[config.mk]
export PLATFORM = sky130hd
export DESIGN_NAME = euler_sequencer
export DESIGN_NICKNAME = d
export VERILOG_FILES = /design/src/rtl/euler_pkg.sv /design/src/rtl/euler_result_bank.sv /design/src/rtl/euler_sequencer.sv
export SDC_FILE = /design/constraint.sdc
export NUM_CORES = 1
export LEC_CHECK = 0
export CORE_UTILIZATION = 56
export CTS_CLUSTER_SIZE = 8
export DETAILED_ROUTE_END_ITERATION = 10
export PLACE_DENSITY_LB_ADDON = 0.1
export SLEW_MARGIN = 25
export SYNTH_ARGS = -nofsm -noshare
export SYNTH_HDL_FRONTEND = slang
export SYNTH_SLANG_ARGS = --single-unit
export TNS_END_PERCENT = 1
[constraint.sdc]
create_clock -name clk -period 7.8 [get_ports clk]
set_clock_uncertainty 0.05 [all_clocks]
set_input_delay 0.78 -clock clk [delete_from_list [all_inputs] [get_ports clk]]
set_output_delay 0.78 -clock clk [all_outputs]
set_load 0.01 [all_outputs]
[src/rtl/euler_pkg.sv]
// Shared types and constants for the Project Euler run sequencer.
package euler_pkg;

  localparam int unsigned RESULT_W = 32;
  localparam int unsigned IDX_W    = 5;

  localparam logic [1:0] ST_NONE    = 2'd0;
  localparam logic [1:0] ST_DONE    = 2'd1;
  localparam logic [1:0] ST_ERROR   = 2'd2;
  localparam logic [1:0] ST_TIMEOUT = 2'd3;

  typedef enum logic [2:0] {
    S_IDLE,
    S_SELECT,
    S_HOLD,
    S_RUN,
    S_FINISHED
  } seq_state_e;

  typedef struct packed {
    logic [RESULT_W-1:0] result;
    logic [1:0]          status;
    logic [31:0]         cycles;
  } bank_entry_t;

endpackage

[src/rtl/euler_result_bank.sv]
// Per-solver result/status/cycle register file: one write port, combinational read, sync clear.
module euler_result_bank
  import euler_pkg::*;
#(
  parameter int unsigned N_SOLVERS = 4
) (
  input  logic             clk,
  input  logic             rst_i,
  input  logic             clr_i,
  input  logic             we_i,
  input  logic [IDX_W-1:0] wr_idx_i,
  input  bank_entry_t      wr_data_i,
  input  logic [3:0]       rd_idx_i,
  output bank_entry_t      rd_data_o
);

  bank_entry_t entry_q [N_SOLVERS];

  always_ff @(posedge clk) begin
    if (rst_i || clr_i) begin
      for (int unsigned i = 0; i < N_SOLVERS; i++) entry_q[i] <= '0;
    end else if (we_i) begin
      for (int unsigned i = 0; i < N_SOLVERS; i++) begin
        if (wr_idx_i == IDX_W'(i)) entry_q[i] <= wr_data_i;
      end
    end
  end

  // Indices beyond the populated entries fall through to the all-zero default.
  always_comb begin
    rd_data_o = '0;
    for (int unsigned i = 0; i < N_SOLVERS; i++) begin
      if (rd_idx_i == 4'(i)) rd_data_o = entry_q[i];
    end
  end

endmodule

[src/rtl/euler_sequencer.sv]
// Batch run controller: releases solver cores one at a time and records their outcome.
module euler_sequencer
  import euler_pkg::*;
#(
  parameter int unsigned N_SOLVERS      = 4,
  parameter int unsigned TIMEOUT_CYCLES = 100_000_000,
  parameter int unsigned RST_CYCLES     = 2
) (
  input  logic                          clk,
  input  logic                          rst,
  input  logic                          start,
  input  logic [N_SOLVERS-1:0]          solver_en,
  output logic [N_SOLVERS-1:0]          solver_rst,
  input  logic [N_SOLVERS-1:0]          solver_done,
  input  logic [N_SOLVERS-1:0]          solver_error,
  input  logic [RESULT_W*N_SOLVERS-1:0] solver_result,
  input  logic [3:0]                    rd_idx,
  output logic [RESULT_W-1:0]           rd_result,
  output logic [1:0]                    rd_status,
  output logic [31:0]                   rd_cycles,
  output logic                          busy,
  output logic                          all_done
);

  seq_state_e           state_q, state_d;
  logic [IDX_W-1:0]     idx_q, idx_d;
  logic [N_SOLVERS-1:0] mask_q, mask_d;
  logic [31:0]          hold_q, hold_d;
  logic [31:0]          cyc_q, cyc_d;

  logic                 start_acc;
  logic                 sel_en, sel_err, sel_done, run_tmo, run_exit;
  logic [RESULT_W-1:0]  sel_result;
  logic [N_SOLVERS-1:0] sel_onehot;

  logic                 wr_en;
  bank_entry_t          wr_data, rd_data;

  assign start_acc = start && (state_q == S_IDLE || state_q == S_FINISHED);

  always_comb begin
    sel_en     = 1'b0;
    sel_err    = 1'b0;
    sel_done   = 1'b0;
    sel_result = '0;
    sel_onehot = '0;
    for (int unsigned i = 0; i < N_SOLVERS; i++) begin
      if (idx_q == IDX_W'(i)) begin
        sel_en        = mask_q[i];
        sel_err       = solver_error[i];
        sel_done      = solver_done[i];
        sel_result    = solver_result[RESULT_W*i +: RESULT_W];
        sel_onehot[i] = 1'b1;
      end
    end
  end

  assign run_tmo  = (cyc_q == 32'(TIMEOUT_CYCLES));
  assign run_exit = (state_q == S_RUN) && (sel_err || sel_done || run_tmo);

  always_ff @(posedge clk) begin
    if (rst) begin
      state_q <= S_IDLE;
      idx_q   <= '0;
      mask_q  <= '0;
      hold_q  <= '0;
      cyc_q   <= '0;
    end else begin
      state_q <= state_d;
      idx_q   <= idx_d;
      mask_q  <= mask_d;
      hold_q  <= hold_d;
      cyc_q   <= cyc_d;
    end
  end

  always_comb begin
    state_d = state_q;
    idx_d   = idx_q;
    mask_d  = mask_q;
    hold_d  = hold_q;
    cyc_d   = cyc_q;
    unique case (state_q)
      S_IDLE, S_FINISHED: begin
        if (start) begin
          mask_d  = solver_en;
          idx_d   = '0;
          state_d = S_SELECT;
        end
      end
      S_SELECT: begin
        if (idx_q >= IDX_W'(N_SOLVERS)) begin
          state_d = S_FINISHED;
        end else if (!sel_en) begin
          idx_d = idx_q + 1'b1;
        end else begin
          hold_d  = '0;
          state_d = S_HOLD;
        end
      end
      S_HOLD: begin
        if (hold_q == 32'(RST_CYCLES - 1)) begin
          cyc_d   = 32'd1;
          state_d = S_RUN;
        end else begin
          hold_d = hold_q + 32'd1;
        end
      end
      S_RUN: begin
        if (run_exit) begin
          idx_d   = idx_q + 1'b1;
          state_d = S_SELECT;
        end else begin
          cyc_d = cyc_q + 32'd1;
        end
      end
      default: state_d = S_IDLE;
    endcase
  end

  // error outranks done, which outranks timeout; only a pure timeout zeroes the result
  always_comb begin
    solver_rst = '1;
    busy       = (state_q != S_IDLE) && (state_q != S_FINISHED);
    all_done   = (state_q == S_FINISHED);
    wr_en      = 1'b0;
    wr_data    = '0;
    if (state_q == S_RUN) begin
      solver_rst     = ~sel_onehot;
      wr_en          = run_exit;
      wr_data.cycles = cyc_q;
      if (sel_err) begin
        wr_data.status = ST_ERROR;
        wr_data.result = sel_result;
      end else if (sel_done) begin
        wr_data.status = ST_DONE;
        wr_data.result = sel_result;
      end else begin
        wr_data.status = ST_TIMEOUT;
        wr_data.result = '0;
      end
    end
  end

  euler_result_bank #(
    .N_SOLVERS(N_SOLVERS)
  ) u_bank (
    .clk       (clk),
    .rst_i     (rst),
    .clr_i     (start_acc),
    .we_i      (wr_en),
    .wr_idx_i  (idx_q),
    .wr_data_i (wr_data),
    .rd_idx_i  (rd_idx),
    .rd_data_o (rd_data)
  );

  assign rd_result = rd_data.result;
  assign rd_status = rd_data.status;
  assign rd_cycles = rd_data.cycles;

endmodule

==> results of run 1 <==
where the power goes:
part           internal (uW)  switching [uW]  total [uW]
combinational            279             334         613
sequential              2120            43.1        2160
clock                   1220             741        1970
total                   3620            1120        4740
how the worst max path moves through the flow:
stage | end | slack, ps | cells after the start
floorplan | u_bank.entry_q[3][0]$_SDFFCE_PN0P_ | 920 | 5
global placement | u_bank.entry_q[2][5]$_SDFFCE_PN0P_ | 3340 | 7
detailed placement | rd_result[21] | 3550 | 5
CTS | rd_result[21] | 3540 | 5
global route | rd_result[21] | 3380 | 5
finish | rd_result[21] | 3610 | 5
layer usage:
layer | routed length (um) | global-route usage | part of all wire | vias up
li1 | - | - | - | 5845
met1 | 17800 | 0.395 | 0.41 | 6300
met2 | 21400 | 0.484 | 0.49 | 567
met3 | 3360 | 0.0482 | 0.077 | 87
met4 | 1260 | 0.0996 | 0.029 | 0
met5 | 0 | 0 | 0 | -
layout make-up:
cell class	count	share of cell area
Clock buffer	88	0.0683
Clock inverter	2	0.00227
Inverter	18	0.00331
Multi-Input combinational cell	1027	0.322
Sequential cell	340	0.463
Tap cell	384	0.0236
Timing Repair Buffer	243	0.117
flip-flops by register name, summed over array words and instances (netlist names):
register	count
state_q	3
hold_q	32
mask_q	4
idx_q	5
cyc_q	32
u_bank.entry_q	264
layout by cell type, fill, tap and decap left out, types with 5 or more instances in the layout:
master	count
o21ai_1	25
nor2b_1	69
o211ai_1	6
a31oi_1	15
nor4b_1	5
xnor2_1	23
or3_1	17
clkbuf_16	50
a21oi_1	31
buf_4	25
dfxtp_1	76
nor3_1	14
or4_1	7
edfxtp_1	264
and3_1	13
and4_1	8
clkbuf_1	38
nor3b_1	6
nor4_1	10
nand3_1	38
inv_1	18
ha_1	8
nand4_1	22
mux4_2	66
nand2_1	147
a211oi_1	22
clkdlybuf4s50_1	216
nor2_1	322
a221oi_1	34
o21ai_0	53
critical path, stage by stage:
cell             delay (ps)
buf_4                   620
buf_4                   630
mux4_2                  640
nor2b_1                 160
clkdlybuf4s50_1         490
per-stage QoR:
stage / utilization / area, um^2 / power, uW
final: 0.709 / 20400 / 4740
after global routing: 0.709 / 20400 / 4890
after CTS: 0.709 / 20400 / 4760
after detailed placement: 0.659 / 19000 / 2800
after global placement: 0.658 / 18900 / 2790
after floorplan: - / 16500 / 2560
kinds of logic after synthesis:
family          after synthesis  share of synthesized area
compound gates              224                     0.0887
xor+xnor                     25                     0.0133
fa+ha+maj                     8                    0.00608
buf+inv                     127                     0.0310
flops                       340                      0.574
mux                          72                     0.0941
simple gates                698                      0.193
==> impl_results.md, run 1 <==
- Clk root buf: clkbuf_16
- Leakage: 0.00664 uW
- Crit path kind: input pin to primary output
- CP startpoint kind: input pin
- Synth top area share: 0.481
- Status: completed
- Drt first-iter violations: 1335
- Largest net degree at the start of global routing: 67
- Worst Setup SP: rd_idx[0]
- Worst R2R Path Depth: 8
- Area leader, netlist: edfxtp_1
- # fillers: 2102
- GR Overflow Total: 0
- Initial Util: 0.572
- Vias in the first global route: 12700
- Fmax achieved: 0.238 GHz
- Postcts setup bufs: 0
- Endpoints failing setup: 0
- Top_reg_cell synth: edfxtp_1
- Clock latency on the worst-skew pair: 550 ps
- Die W: 173 um
- DRC Markers: 0
- Hold Fails Final Rpt: 0
- Register bit total from synthesis: 340
- Synth warnings: 0
- Final worst setup slack: 3610 ps
- Post-DP HPWL: 27600 um
- Fraction of layout cells with a size suffix above 1: 0.0955
- Share of flip-flops with an asynchronous set or reset: 0
- Synth cell count leaders: 322 x nor2_1, 264 x edfxtp_1, 148 x nand2_1
- Hold path startpoint: hold_q[1]$_SDFFE_PP0P_
- Post-CTS Hold Fix Bufs: 0
- Row count: 62
- Initial antenna violation count: 0
- Final Net Count: 1833
- Post-synth EDFFs: 264
- Reg clk slew, reported paths: 50 ps
- Crit end category: primary output
- Vias/cell: 6.09
- Die footprint: 30100 um^2
- Relative slew margins: 0.310
- Top cells by area, synth: edfxtp_1 48%, dfxtp_1 9.2%, mux4_2 9.0%, nor2_1 7.3%, nand2_1 3.4%
- I/O pin count: 219
- Hold WC Path Type: flop to flop
- Total number of vias: 12800
- Worst slew pin tran: 1030 ps
- Hold EP: hold_q[1]$_SDFFE_PP0P_
- Syn Area/Cell: 11.0 um^2
- Final slew viol count: 0
- PostCTS Resize Cnt: 0
- Drt wl/cell: 20.8 um
- Fin cells: 2102
- Final min period: 4190 ps
- # clock sinks: 340
- Seq. cell area: 9450 um^2
- H-Tree Depth: 2
- Netlist cell types: 55
- GPL Wtd Cong: 0.870
- First-pass GRT wire length: 69000 um
- Synth Instances: 1494
- Synthesized area: 16500 um^2
- Std-Cell Core Area: 28800 um^2
- # placed instances: 2012
- GRT Total Usage: 0.293
- Dpl ws: 3550 ps
- Req. time, crit path: 6970 ps
- Final setup TNS: 0 ps
- DRT Pass-1 Iters: 6
- N_diodes: 0
- Synth Net Count: 1649
- Port buffer count: 218
- TritonCTS clock tree: done
- RSZ-0062 raised after global routing: false
- Clock Path Buffers: 3
- Multi-input logic area: 6570 um^2
- Post-route ant nets: 0
- Max FO, Critical Path: 39
- Register area share after synthesis: 0.574
- Flop2flop setup slack: 3890 ps
- Worst reg2reg path startpoint: idx_q[1]$_SDFFE_PP0P_
- Peak supply drop: 0.000210 V
- DRT Wirelength: 43800 um
- Max-Cap Viols: 0
- Post-route clock period utilization: 0.538
- Pwr/cell area: 232 nW/um^2
- Inserted Clock Buffers: 48
- Most frequent cell after synthesis: nor2_1
- Fin Hold WS: 455 ps
- CP arrival: 3360 ps
- DIE HEIGHT: 173 um
- Layout area overhead: 23.8%
- Worst reg2reg path endpoint: u_bank.entry_q[1][56]$_SDFFCE_PN0P_
- Hold depth: 2
No activity file was read; power rests on OpenSTA's default activity.
==> run 2, diff against run 1 <==
--- a/config.mk
+++ b/config.mk
@@ -5,7 +5,7 @@
 export SDC_FILE = /design/constraint.sdc
 export NUM_CORES = 1
 export LEC_CHECK = 0
-export CORE_UTILIZATION = 56
+export CORE_UTILIZATION = 50
 export CTS_CLUSTER_SIZE = 8
 export DETAILED_ROUTE_END_ITERATION = 10
 export PLACE_DENSITY_LB_ADDON = 0.1
==> constraint.sdc (replaced) <==
create_clock -name clk -period 3.37 [get_ports clk]
set_clock_uncertainty 0.05 [all_clocks]
set_input_delay 0.337 -clock clk [delete_from_list [all_inputs] [get_ports clk]]
set_output_delay 0.337 -clock clk [all_outputs]
set_load 0.01 [all_outputs]
==> run 2 against run 1 <==
  * Die area grew 12%
  * Clock power up 130%
  * Hold slack worse by 52 ps
  * First-iteration DRC count is 28% lower
  * Final area is 1.8% higher
  * Highest routed layer unchanged
==> impl_results.md, run 2 (synthesis results as in run 1) <==
- DRC Markers: 0 (unchanged)
- Port buffer count: 218 (unchanged)
- Fraction of layout cells with a size suffix above 1: 0.108 (+0.0130)
- DIE HEIGHT: 183 um (+5.8%)
- RSZ-0062 raised after global routing: false
- Drt first-iter violations: 964 (-28%)
- Std-Cell Core Area: 32500 um^2 (+13%)
- CP bufs+invs: 2 (-1)
- DRT Pass-1 Iters: 5 (-1)
- Post-DP HPWL: 28300 um (+2.4%)
- Vias in the first global route: 12500 (-1.2%)
- Design area: 20800 um^2 (+1.8%)
- # placed instances: 2096 (+4.2%)
- Largest Register: u_bank.entry_q
- Crit end category: flop
- Reg clk slew, reported paths: 50 ps (about the same)
- Worst reg2reg path startpoint: idx_q[1]$_SDFFE_PP0P_
- Initial antenna violation count: 0 (unchanged)
- Die footprint: 33700 um^2 (+12%)
- Row count: 66 (+6.5%)
- Dpl ws: 337 ps (-3220 ps)
- TritonCTS clock tree: done
- Vias/cell: 5.79 (-4.9%)
- Crit path kind: flop to flop
- DRT Wirelength: 44700 um (+2.1%)
- PostCTS Resize Cnt: 0 (unchanged)
- Post-route ant nets: 0 (unchanged)
- Max reg flops: 264 (unchanged)
- Hold WC Path Type: input pin to flop
- Die W: 183 um (+5.8%)
- CP startpoint kind: flop
- Worst Setup SP: idx_q[1]$_SDFFE_PP0P_
- Final slew viol count: 0 (unchanged)
- Leakage: 0.00680 uW (+2.5%)
- Max FO, Critical Path: 59 (+51%)
- GPL Wtd Cong: 0.868 (-0.21%)
- Largest net degree at the start of global routing: 67 (unchanged)
- GR Overflow Total: 0 (unchanged)
- Fmax achieved: 0.327 GHz
- # clock sinks: 340 (unchanged)
- N_diodes: 0 (unchanged)
- Multi-input logic area: 6570 um^2 (about the same)
- Clock latency on the worst-skew pair: 550 ps (about the same)
- First-pass GRT wire length: 69000 um (about the same)
- Inserted Clock Buffers: 48 (unchanged)
- Pwr/cell area: 526 nW/um^2 (+130%)
- Fin cells: 2184 (+3.9%)
- Drt wl/cell: 20.5 um (-1.8%)
- Post-CTS Hold Fix Bufs: 0 (unchanged)
- Endpoints failing setup: 0 (unchanged)
- Postcts setup bufs: 0 (unchanged)
- Hold path startpoint: solver_en[1]
- # fillers: 2603 (+24%)
- Seq. cell area: 9450 um^2 (unchanged)
- Final Net Count: 1859 (+1.4%)
- Max-Cap Viols: 0 (unchanged)
- GRT Total Usage: 0.266 (-0.0271)
- Req. time, crit path: 3520 ps (-3450 ps)
- I/O pin count: 219 (unchanged)
- Worst path max stage delay: 390 ps (-250 ps)
- Post-route clock period utilization: 0.907
- Clk root buf: clkbuf_16
- H-Tree Depth: 2 (unchanged)
- Layout area overhead: 26.1%
- CP delay by family, top: compound AO/OA/AOI/OAI gates
- Final min period: 3060 ps
- Status: completed
- Placement Cell Area: 19400 um^2 (+2.1%)
- Commonest cells after routing, fill and taps aside: 322 x nor2_1, 264 x edfxtp_1, 216 x clkdlybuf4s50_1
- Total number of vias: 12600 (-1.2%)
- Worst slew pin tran: 923 ps (-108 ps)
- Final worst setup slack: 313 ps (-3290 ps)
- Hold Fails Final Rpt: 0 (unchanged)
- Initial Util: 0.507 (-0.0648)
- CP max-delay cell: dfxtp_1
- CP arrival: 3210 ps (-150 ps)
- Leading cell type in the layout, fill and taps excluded: nor2_1
- Clock Path Buffers: 3 (unchanged)
- Peak supply drop: 0.000365 V (+73%)
- Largest regs: u_bank.entry_q (264), cyc_q (32), hold_q (32)
- Relative slew margins: 0.382 (+0.0722)
- Final setup TNS: 0 ps (unchanged)
- Worst-path cell chain: inv_1 > ha_1 > nand3b_1 > a211o_1 > a21oi_1 > o21ai_0 > o21ai_4 > buf_12
[run 2: cell types whose count changed in the layout (fill, tap and decap cells not counted), sizes merged]
cell | previous run | this run
clkbuf | 88 | 85
bufinv | 1 | 0
buf | 27 | 53
inv | 18 | 20
[run 2: power breakdown]
group | total [uW] | internal (uW) | switching [uW]
Sequential | 4990 | 4890 | 94.0
Clock | 4470 | 2720 | 1750
Combinational | 1480 | 684 | 796
[run 2: layout make-up]
| cell class | count | share of cell area |
|---|---|---|
| clock inverters | 3 | 0.00229 |
| well taps | 442 | 0.0266 |
| multi-input cells | 1027 | 0.316 |
| inverters | 18 | 0.00325 |
| flip-flops and latches | 340 | 0.455 |
| clock buffers | 85 | 0.0655 |
| repair buffers | 269 | 0.131 |
[run 2: worst register-to-register path, stage by stage, from the launching register on]
cell	delay [ps]
dfxtp_1	390
inv_1	80
ha_1	290
nand3b_1	220
a211o_1	330
a21oi_1	300
o21ai_0	370
o21ai_4	280
buf_12	360
[run 2: path summary, 6_finish.rpt]
| path | end | slack [ps] | depth (start not counted) |
|---|---|---|---|
| worst max-delay path | u_bank.entry_q[0][43]$_SDFFCE_PN0P_ | 310 | 8 |
| worst min-delay path | mask_q[1]$_SDFFE_PP0P_ | 400 | 3 |
| worst max register to register | u_bank.entry_q[0][43]$_SDFFCE_PN0P_ | 310 | 8 |
| worst min register to register | hold_q[29]$_SDFFE_PP0P_ | 450 | 2 |
[run 2: routing by layer]
metal / global-route usage / share of wire / vias to the layer above
met2: 0.455 / 0.50 / 406
met4: 0.0667 / 0.016 / 0
met3: 0.0396 / 0.061 / 50
met5: 0 / 0 / -
met1: 0.355 / 0.42 / 6289
li1: - / - / 5897
[run 2: metrics by stage]
step | util | power [uW] | hold WS, ps
global placement | 0.597 | 6530 | 437
detailed placement | 0.597 | 6550 | 446
global route | 0.640 | 11300 | 421
finish | 0.640 | 10900 | 403
CTS | 0.640 | 11000 | 381
floorplan | - | 5890 | 411
==> run 3, diff against run 2 <==
--- a/config.mk
+++ b/config.mk
@@ -5,10 +5,12 @@
 export SDC_FILE = /design/constraint.sdc
 export NUM_CORES = 1
 export LEC_CHECK = 0
+export CORE_MARGIN = 5
 export CORE_UTILIZATION = 50
 export CTS_CLUSTER_SIZE = 8
 export DETAILED_ROUTE_END_ITERATION = 10
 export PLACE_DENSITY_LB_ADDON = 0.1
+export SETUP_SLACK_MARGIN = 0.2
 export SLEW_MARGIN = 25
 export SYNTH_ARGS = -nofsm -noshare
 export SYNTH_HDL_FRONTEND = slang
==> constraint.sdc (replaced) <==
create_clock -name clk -period 2.5 [get_ports clk]
set_clock_uncertainty 0.05 [all_clocks]
set_input_delay 0.25 -clock clk [delete_from_list [all_inputs] [get_ports clk]]
set_output_delay 0.25 -clock clk [all_outputs]
set_load 0.01 [all_outputs]
==> run 3 against run 2 <==
  * Core utilization is 7.3 points higher
  * Hold slack worse by 120 ps
  * Register-to-register slack worse by 300 ps
  * Wire length is 9.8% higher
  * Die area is 8.9% higher
  * Clock power is 34% higher
  * Sequential power is 35% higher
  * Global-route usage is 0.40 points lower
  * Via count is 6.0% higher
  * Combinational power is 78% higher
  * Setup slack worse by 300 ps
  * Highest routed layer unchanged
==> impl_results.md, run 3 (synthesis results as in run 1) <==
- Final min period: 2490 ps (-571 ps)
- Inserted Clock Buffers: 48 (unchanged)
- Placement Cell Area: 20600 um^2 (+6.2%)
- Max-Cap Viols: 0 (unchanged)
- Fin cells: 2320 (+6.2%)
- Largest net degree at the start of global routing: 67 (unchanged)
- Relative slew margins: 0.525 (+0.143)
- Clk root buf: clkbuf_16
- Largest Register: u_bank.entry_q
- Peak supply drop: 0.000525 V (+44%)
- Std-Cell Core Area: 32500 um^2 (+0.25%)
- CP bufs+invs: 2 (unchanged)
- Post-route ant nets: 0 (unchanged)
- CP delay by family, top: simple AND/OR/NAND/NOR gates
- N_diodes: 0 (unchanged)
- # clock sinks: 340 (unchanged)
- TritonCTS clock tree: done
- Sw frac: 0.247 (+0.00574)
- Final worst setup slack: 13.9 ps (-299 ps)
- Final setup TNS: 0 ps (unchanged)
- GPL Wtd Cong: 0.877 (+1.0%)
- Vias/cell: 5.78 (-0.18%)
- # fillers: 2345 (-9.9%)
- Max reg flops: 264 (unchanged)
- Multi-input logic area: 7140 um^2 (+8.7%)
- Combinational group share of total power: 0.172 (+0.037)
- Final slew viol count: 0 (unchanged)
- Total number of vias: 13400 (+6.0%)
- CP arrival: 2910 ps (-300 ps)
- Sw Pwr: 3790 uW (+44%)
- Fmax achieved: 0.402 GHz (+23%)
- Vias in the first global route: 13500 (+7.7%)
- Post-route clock period utilization: 0.994 (+0.0873)
- Layout area overhead: 40.9%
- DRT Wirelength: 49100 um (+9.8%)
- Initial antenna violation count: 0 (unchanged)
- Row count: 66 (unchanged)
- DRC Markers: 0 (unchanged)
- Drt first-iter violations: 972 (+0.83%)
- I/O pin count: 219 (unchanged)
- Endpoints failing setup: 0 (unchanged)
- Status: completed
- Hold WC Path Type: input pin to flop
- Post-CTS Hold Fix Bufs: 0 (unchanged)
- Die footprint: 36700 um^2 (+8.9%)
- Drt wl/cell: 21.2 um (+3.4%)
- Pint: 11500 uW (+39%)
- Worst slew pin tran: 705 ps (-219 ps)
- Commonest cells after routing, fill and taps aside: 281 x nor2_1, 264 x edfxtp_1, 146 x clkdlybuf4s50_1
- GR Overflow Total: 0 (unchanged)
- CP startpoint kind: flop
- Initial Util: 0.506 (-0.00129)
- Sequential share of power: 0.439 (-0.017)
- Max FO, Critical Path: 6 (-90%)
- Dpl ws: -155 ps (-492 ps)
- Clock latency on the worst-skew pair: 550 ps (about the same)
- Crit end category: flop
- Post-DP HPWL: 31200 um (+10%)
- Port buffer count: 218 (unchanged)
- Crit path kind: flop to flop
- Die W: 191 um (+4.4%)
- Clock Path Buffers: 3 (unchanged)
- Tot Pwr: 15300 uW (+40%)
- Worst path max stage delay: 530 ps (+140 ps)
- H-Tree Depth: 2 (unchanged)
- Req. time, crit path: 2920 ps (-600 ps)
- DIE HEIGHT: 191 um (+4.4%)
- Hold Fails Final Rpt: 0 (unchanged)
- Reg clk slew, reported paths: 50 ps (about the same)
- Pwr/cell area: 661 nW/um^2 (+26%)
- Final Net Count: 1996 (+7.4%)
- Largest regs: u_bank.entry_q (264), cyc_q (32), hold_q (32)
- Leakage: 0.00908 uW (+34%)
- First-pass GRT wire length: 75000 um (+8.6%)
- Worst-path cell chain: inv_2 > ha_2 > buf_4 > a211oi_1 > a221o_1 > or2_4 > a21o_1 > or4_4 > a21oi_2
- CP max-delay cell: or4_4
- # placed instances: 2201 (+5.0%)
- Design area: 23200 um^2 (+12%)
- GRT Total Usage: 0.262 (-0.00403)
- Fraction of layout cells with a size suffix above 1: 0.239 (+0.131)
- Seq. cell area: 9460 um^2 (+0.12%)
- DRT Pass-1 Iters: 7 (+2)
- Clock share of power: 0.389 (-0.020)
- Leading cell type in the layout, fill and taps excluded: nor2_1
- RSZ-0062 raised after global routing: true
[run 3: changes by cell type in the layout (fill, tap and decap cells not counted), moves of 28 or more]
cell | previous run | this run
buf_12 | 13 | 44
buf_4 | 39 | 118
clkdlybuf4s50_1 | 216 | 146
dlymetal6s2s_1 | 0 | 66
nand2_1 | 147 | 119
nor2_1 | 322 | 281
nor2_2 | 0 | 33
[run 3: worst register-to-register path: stages, from the launching register on]
cell and delay [ps]:
dfxtp_4 360, inv_2 60, ha_2 220, buf_4 130
a211oi_1 30, a221o_1 370, or2_4 300, a21o_1 220
or4_4 530, a21oi_2 140
[run 3: area by class of cell]
type | count | area share
repair buffers | 406 | 0.198
well taps | 442 | 0.0238
inverters | 18 | 0.00302
multi-input cells | 1027 | 0.308
clock buffers | 84 | 0.0580
flip-flops and latches | 340 | 0.408
clock inverters | 3 | 0.00205
[run 3: routing by layer]
layer | routed length (um) | global-route usage | up-vias
met2 | 24300 | 0.435 | 503
met3 | 3260 | 0.0427 | 76
met1 | 20300 | 0.361 | 6637
met4 | 1230 | 0.0702 | 0
li1 | - | - | 6189
met5 | 0 | 0 | -
[run 3: path summary, 6_finish.rpt]
kind / start / cells after the start / to / slack [ps]
worst max register to register: idx_q[0]$_SDFFE_PP0P_ / 9 / hold_q[29]$_SDFFE_PP0P_ / 10
worst min register to register: hold_q[19]$_SDFFE_PP0P_ / 2 / hold_q[19]$_SDFFE_PP0P_ / 450
worst min-delay path: solver_en[2] / 3 / mask_q[2]$_SDFFE_PP0P_ / 280
worst max-delay path: idx_q[0]$_SDFFE_PP0P_ / 9 / hold_q[29]$_SDFFE_PP0P_ / 10
[run 3: what timing repair did]
| item | 4_1_cts | 5_1_grt |
|---|---|---|
| buffers inserted | 18 | 4 |
| gates resized for setup | 48 | 206 |
| setup endpoints to repair | 653 | 664 |
| gates cloned | 7 | 3 |
| pin swaps | 15 | 37 |
[run 3: power by group through the flow]
stage                     Combinational, uW  Sequential [uW]  Clock (uW)
after floorplan                        1180             6790           0
after global placement                 2300             6800           0
after detailed placement               2310             6830           0
after CTS                              2520             6720        6050
after global routing                   2790             6760        6320
final                                  2640             6730        5970
[run 3: stage by stage]
step	utilization	hold slack, ps
2_1_floorplan	-	339
3_3_place_gp	0.632	433
3_5_place_dp	0.632	441
4_1_cts	0.691	265
5_1_grt	0.713	292
6_report	0.713	279
